File: src/rtl/spi_slave_if.sv
// spi_slave_if: SPI slave that deserialises 10-bit command frames for the RAM and
// serialises the RAM's read byte back on MISO, one bit per clk edge.
module spi_slave_if #(
  parameter int DATA_WIDTH = 8,
  parameter int TX_TIMEOUT = 16
) (
  input  logic                  clk,
  input  logic                  rst,
  input  logic                  SS_n,
  input  logic                  MOSI,
  output logic                  MISO,
  output logic [DATA_WIDTH+1:0] rx_data,
  output logic                  rx_valid,
  input  logic [DATA_WIDTH-1:0] tx_data,
  input  logic                  tx_valid
);
  localparam int FW = DATA_WIDTH + 2;
  localparam int CW = $clog2(TX_TIMEOUT > FW ? TX_TIMEOUT : FW);
  localparam logic [CW-1:0] FRAME_LAST = CW'(FW - 1);
  localparam logic [CW-1:0] BYTE_LAST = CW'(DATA_WIDTH - 1);
  localparam logic [CW-1:0] TO_LAST = CW'(TX_TIMEOUT - 1);

  typedef enum logic [2:0] {IDLE, CHK_CMD, WRITE, READ_ADD, READ_DATA, WAIT_SS, REPLY_WAIT, REPLY_TX} state_t;

  state_t                r_state, w_next;
  logic [CW-1:0]         r_cnt, w_cnt;
  logic [FW-2:0]         r_shift;
  logic [FW-1:0]         w_frame, r_rx_data;
  logic [DATA_WIDTH-1:0] r_tx;
  logic                  r_rd_addr_seen, r_miso, r_rx_valid, w_shifting, w_done, w_miso;

  assign w_frame    = {r_shift, MOSI};
  assign w_shifting = r_state inside {WRITE, READ_ADD, READ_DATA};
  assign w_done     = w_shifting && !SS_n && r_cnt == FRAME_LAST;

  always_comb begin
    w_next = r_state;
    w_cnt  = r_cnt;
    if (SS_n) begin
      w_next = IDLE;
      w_cnt  = '0;
    end else begin
      case (r_state)
        IDLE: begin
          w_next = CHK_CMD;
          w_cnt  = '0;
        end
        CHK_CMD: begin
          w_next = !MOSI ? WRITE : r_rd_addr_seen ? READ_DATA : READ_ADD;
          w_cnt  = CW'(1);
        end
        WRITE, READ_ADD, READ_DATA: begin
          w_cnt = w_done ? '0 : r_cnt + 1'b1;
          if (w_done)
            w_next = (r_state == READ_DATA && w_frame[FW-1:FW-2] == 2'b11) ? REPLY_WAIT : WAIT_SS;
        end
        // tx_valid during the rx_valid cycle is a stale level from an earlier read
        REPLY_WAIT: if (!r_rx_valid) begin
          w_next = tx_valid ? REPLY_TX : r_cnt == TO_LAST ? WAIT_SS : REPLY_WAIT;
          w_cnt  = (tx_valid || r_cnt == TO_LAST) ? '0 : r_cnt + 1'b1;
        end
        REPLY_TX: begin
          w_next = r_cnt == BYTE_LAST ? WAIT_SS : REPLY_TX;
          w_cnt  = r_cnt == BYTE_LAST ? '0 : r_cnt + 1'b1;
        end
        default: ;
      endcase
    end
    w_miso = w_next == REPLY_TX && (r_state == REPLY_TX ? r_tx[DATA_WIDTH-1] : tx_data[DATA_WIDTH-1]);
  end

  always_ff @(posedge clk) begin
    if (rst) begin
      r_state        <= IDLE;
      r_cnt          <= '0;
      r_shift        <= '0;
      r_tx           <= '0;
      r_rd_addr_seen <= 1'b0;
      r_miso         <= 1'b0;
      r_rx_valid     <= 1'b0;
      r_rx_data      <= '0;
    end else begin
      r_state    <= w_next;
      r_cnt      <= w_cnt;
      r_miso     <= w_miso;
      r_rx_valid <= w_done;
      if (r_state == CHK_CMD || w_shifting) r_shift <= w_frame[FW-2:0];
      if (w_done) begin
        r_rx_data <= w_frame;
        if (w_frame[FW-1]) r_rd_addr_seen <= !w_frame[FW-2];
      end
      if (w_next == REPLY_TX) r_tx <= r_state == REPLY_TX ? r_tx << 1 : tx_data << 1;
    end
  end

  assign MISO     = r_miso;
  assign rx_data  = r_rx_data;
  assign rx_valid = r_rx_valid;
endmodule

File: config.mk
export PLATFORM = sky130hd
export DESIGN_NAME = spi_slave_if
export DESIGN_NICKNAME = d
export VERILOG_FILES = /design/src/rtl/spi_slave_if.sv
export SDC_FILE = /design/constraint.sdc
export NUM_CORES = 1
export LEC_CHECK = 0
export BUFFER_PORTS_ARGS = -buffer_cell sky130_fd_sc_hd__clkbuf_2
export CAP_MARGIN = 15
export CORE_MARGIN = 5
export CORE_UTILIZATION = 40
export CTS_BUF_LIST = sky130_fd_sc_hd__clkbuf_16
export CTS_CLUSTER_SIZE = 8
export DETAILED_ROUTE_END_ITERATION = 7
export GPL_ROUTABILITY_DRIVEN = 0
export PLACE_DENSITY = 0.55
export SYNTH_ARGS = -nofsm -noshare
export SYNTH_HDL_FRONTEND = slang
export SYNTH_SLANG_ARGS = --single-unit
File: constraint.sdc
create_clock -name clk -period 5.6 [get_ports clk]
set_input_delay 1.12 -clock clk [delete_from_list [all_inputs] [get_ports clk]]
set_output_delay 1.12 -clock clk [all_outputs]
set_load 0.03 [all_outputs]
==> impl_metrics.yaml <==
synthesis:
  yosysMostFrequentCell: "dfxtp_1"
  synth_enable_flop_cells: 0
  synth_top_area_share: 0.4138
  ys_types: 44
  yosys-top-cells-area: "dfxtp_1 (41%), mux2i_1 (14%), nor2_1 (5.6%)"
  syn_avg_cell_area_um2: 9.840
  yosysWarnings: 0
  syn_inst: 177
  syn-cell-area_um2: 1742
  synth_area_leader_cell: "dfxtp_1"
  yosys-top-cells-count: "dfxtp_1 (36), nor2_1 (26), mux2i_1 (25)"
  ys_seq_elements: 36
  synth_fp_nets: 192
  ys_seq_area_frac: 0.4138
  synthArstFlopShare: 0
  synth_ff_type: "dfxtp_1"
die:
  core_area_um2: 4294
  ios: 25
  dieArea_um2: 5774
  fp.dieH_um: 75.99
  initial_core_util: 0.4056
  die_x_um: 75.99
  rows: 24
routing:
  wl_per_cell_um: 14.29
  route.detailed.drc: 0
  first_pass_iters: 4
  ant_nets: 0
  viasPerCell: 5.423
  postRouteWirelength_um: 3615
  vias: 1372
  initialDrtViolationCount: 56
worst_hold_path:
  hp-class: "flip-flop to flip-flop"
  hold_depth: 2
  hold_end: "r_tx[1]$_SDFFE_PP0N_"
  worstHoldStart: "r_tx[1]$_SDFFE_PP0N_"
setup_path:
  start_kind: "input port"
  worst_setup_path_end_kind: "flip-flop"
  rrSetupSlack_ns: 3.46
  cp_max_fo: 7
  r2r_start: "r_state[1]$_SDFF_PP0_"
  crit_type: "input port to flip-flop"
  cp_data_arrival_time_ns: 2.78
  cp_data_required_time_ns: 5.81
  reg2reg_to: "r_cnt[3]$_SDFFE_PP0P_"
  rr_worst_depth: 5
global_routing:
  grt_max_degree: 31
  grt_pass1_wl_um: 6403
  antenna_found_initial: 0
  gr-total-overflow: 0
  grt_pass1_vias: 1370
  grt_usage: 0.1317
sta:
  post-route-period-util: 0.4589
  fmax_ghz: 0.3892
  rsz0062_at_grt: "false"
  period_needed_ns: 2.570
  setup_viol: 0
  fin_setup_tns_ns: 0
  drv_slew: 0
  fin_skew_ns: 0.004209
  worst_pin_slew_ns: 0.7053
  relSlewSlack: 0.5275
  hold_viol_final: 0
cts:
  cts-root-buf: "clkbuf_16"
  cts_resized: 0
  cts_tree: "built"
  clock_sinks: 36
  htree_levels: 2
  numCtsBuffers: 5
  postCtsSetupBuffers: 0
  holdBufCountCts: 0
  clk_pin_slew_worst_paths_ns: 0.05
  clock_latency_ns: 0.27
  clockBufferDepth: 2
power:
  sw_frac_of_total: 0.2143
  irDropWorstVdd_uv: 213.5
  p_clk_frac: 0.475
  intPower_mw: 0.4347
  leakagePower_nw: 0.8496
  p_per_area_nw_per_um2: 273.8
  netSwitchingPower_mw: 0.1186
  seqPwrFrac: 0.473
  comb_power_share: 0.052
final_layout:
  fill_cells: 423
  area_delta_synth_final_pct: 16.02
  fin_util: 0.4706
  fin_nets: 215
  diodes: 0
  drive_gt1_frac: 0.2438
place:
  portBuffers: 24
  dp_hpwl_um: 2561
run_status:
  outcome: "complete, no violations"
run:
  maxCapViolCount: 0
state kept, by name, summed over array words and instances (netlist names):
| register | count |
|---|---|
| r_cnt | 4 |
| r_tx | 7 |
| MISO | 1 |
| r_shift | 9 |
| r_rd_addr_seen | 1 |
| r_state | 3 |
| rx_data | 10 |
| rx_valid | 1 |
layout make-up:
class	count	area, um2	area share
clock buffer	5	125.1	0.06192
clock inverter	3	18.77	0.009288
inverter	2	7.507	0.003715
multi-input combinational	130	955.9	0.4731
sequential	36	720.7	0.3567
tap	52	65.06	0.03220
timing repair buffer	25	127.6	0.06316
power by group through the flow:
stage / sequential (mW) / combinational (mW) / clock, mW
3_5_place_dp: 0.267 / 0.0293 / 0
4_1_cts: 0.261 / 0.0295 / 0.272
3_3_place_gp: 0.267 / 0.0285 / 0
6_report: 0.261 / 0.0290 / 0.263
5_1_grt: 0.262 / 0.0327 / 0.282
2_1_floorplan: 0.265 / 0.0233 / 0
worst max-delay path by stage:
| stage | depth (start not counted) | start | slack (ns) | end |
|---|---|---|---|---|
| final | 6 | SS_n | 3.03 | r_tx[1]$_SDFFE_PP0N_ |
| after global routing | 6 | SS_n | 2.90 | r_tx[1]$_SDFFE_PP0N_ |
| after CTS | 6 | SS_n | 3.04 | r_tx[1]$_SDFFE_PP0N_ |
| after detailed placement | 6 | SS_n | 2.76 | r_tx[1]$_SDFFE_PP0N_ |
| after global placement | 6 | SS_n | 2.80 | r_tx[1]$_SDFFE_PP0N_ |
| after floorplan | 6 | SS_n | 3.02 | r_tx[1]$_SDFFE_PP0N_ |
stage by stage:
step                      instances  hold slack [ns]  setup slack, ns  power, mW  instance area [um2]
after CTS                       253           0.4792            3.042     0.5624                 2021
after detailed placement        245           0.4715            2.765     0.2962                 1877
after global placement          245           0.4650            2.802     0.2951                 1877
after global routing            253           0.5155            2.901     0.5759                 2021
final                           253           0.4744            3.030     0.5533                 2021
after floorplan                 177           0.4474            3.020     0.2880                 1742
critical path: stages:
cell and delay [ns]:
clkbuf_2 0.10, and4bb_4 0.38, a221oi_2 0.09, nor4b_2 0.57
and2_4 0.33, mux2i_1 0.18
logic make-up after synthesis:
| kind of cell | share of synthesized area |
|---|---|
| simple gates | 0.2169 |
| compound gates | 0.1580 |
| flops | 0.4138 |
| mux | 0.1501 |
| buf+inv | 0.03735 |
| fa+ha+maj | 0.01437 |
| xor+xnor | 0.009342 |
routing by layer:
layer | GRT usage | vias to the layer above | wire [um]
met5 | 0 | - | 0
met4 | 0.04626 | 0 | 45
met3 | 0.04374 | 5 | 161
met2 | 0.2175 | 27 | 1830
met1 | 0.1586 | 653 | 1578
li1 | - | 687 | -
cells in the final DEF, fill, tap and decap left out, types with 3 or more instances in the layout:
cell | Yosys | final
a211oi_2 | 7 | 7
dfxtp_1 | 36 | 36
o21ai_0 | 4 | 4
clkbuf_2 | 0 | 24
clkbuf_16 | 0 | 5
nor2b_1 | 4 | 4
nand2_1 | 8 | 8
nand3b_1 | 3 | 3
or3_1 | 3 | 3
nor2_1 | 26 | 26
a31oi_1 | 3 | 3
mux2i_1 | 25 | 25
a21oi_1 | 12 | 12
No activity file was read; power rests on OpenSTA's default activity.
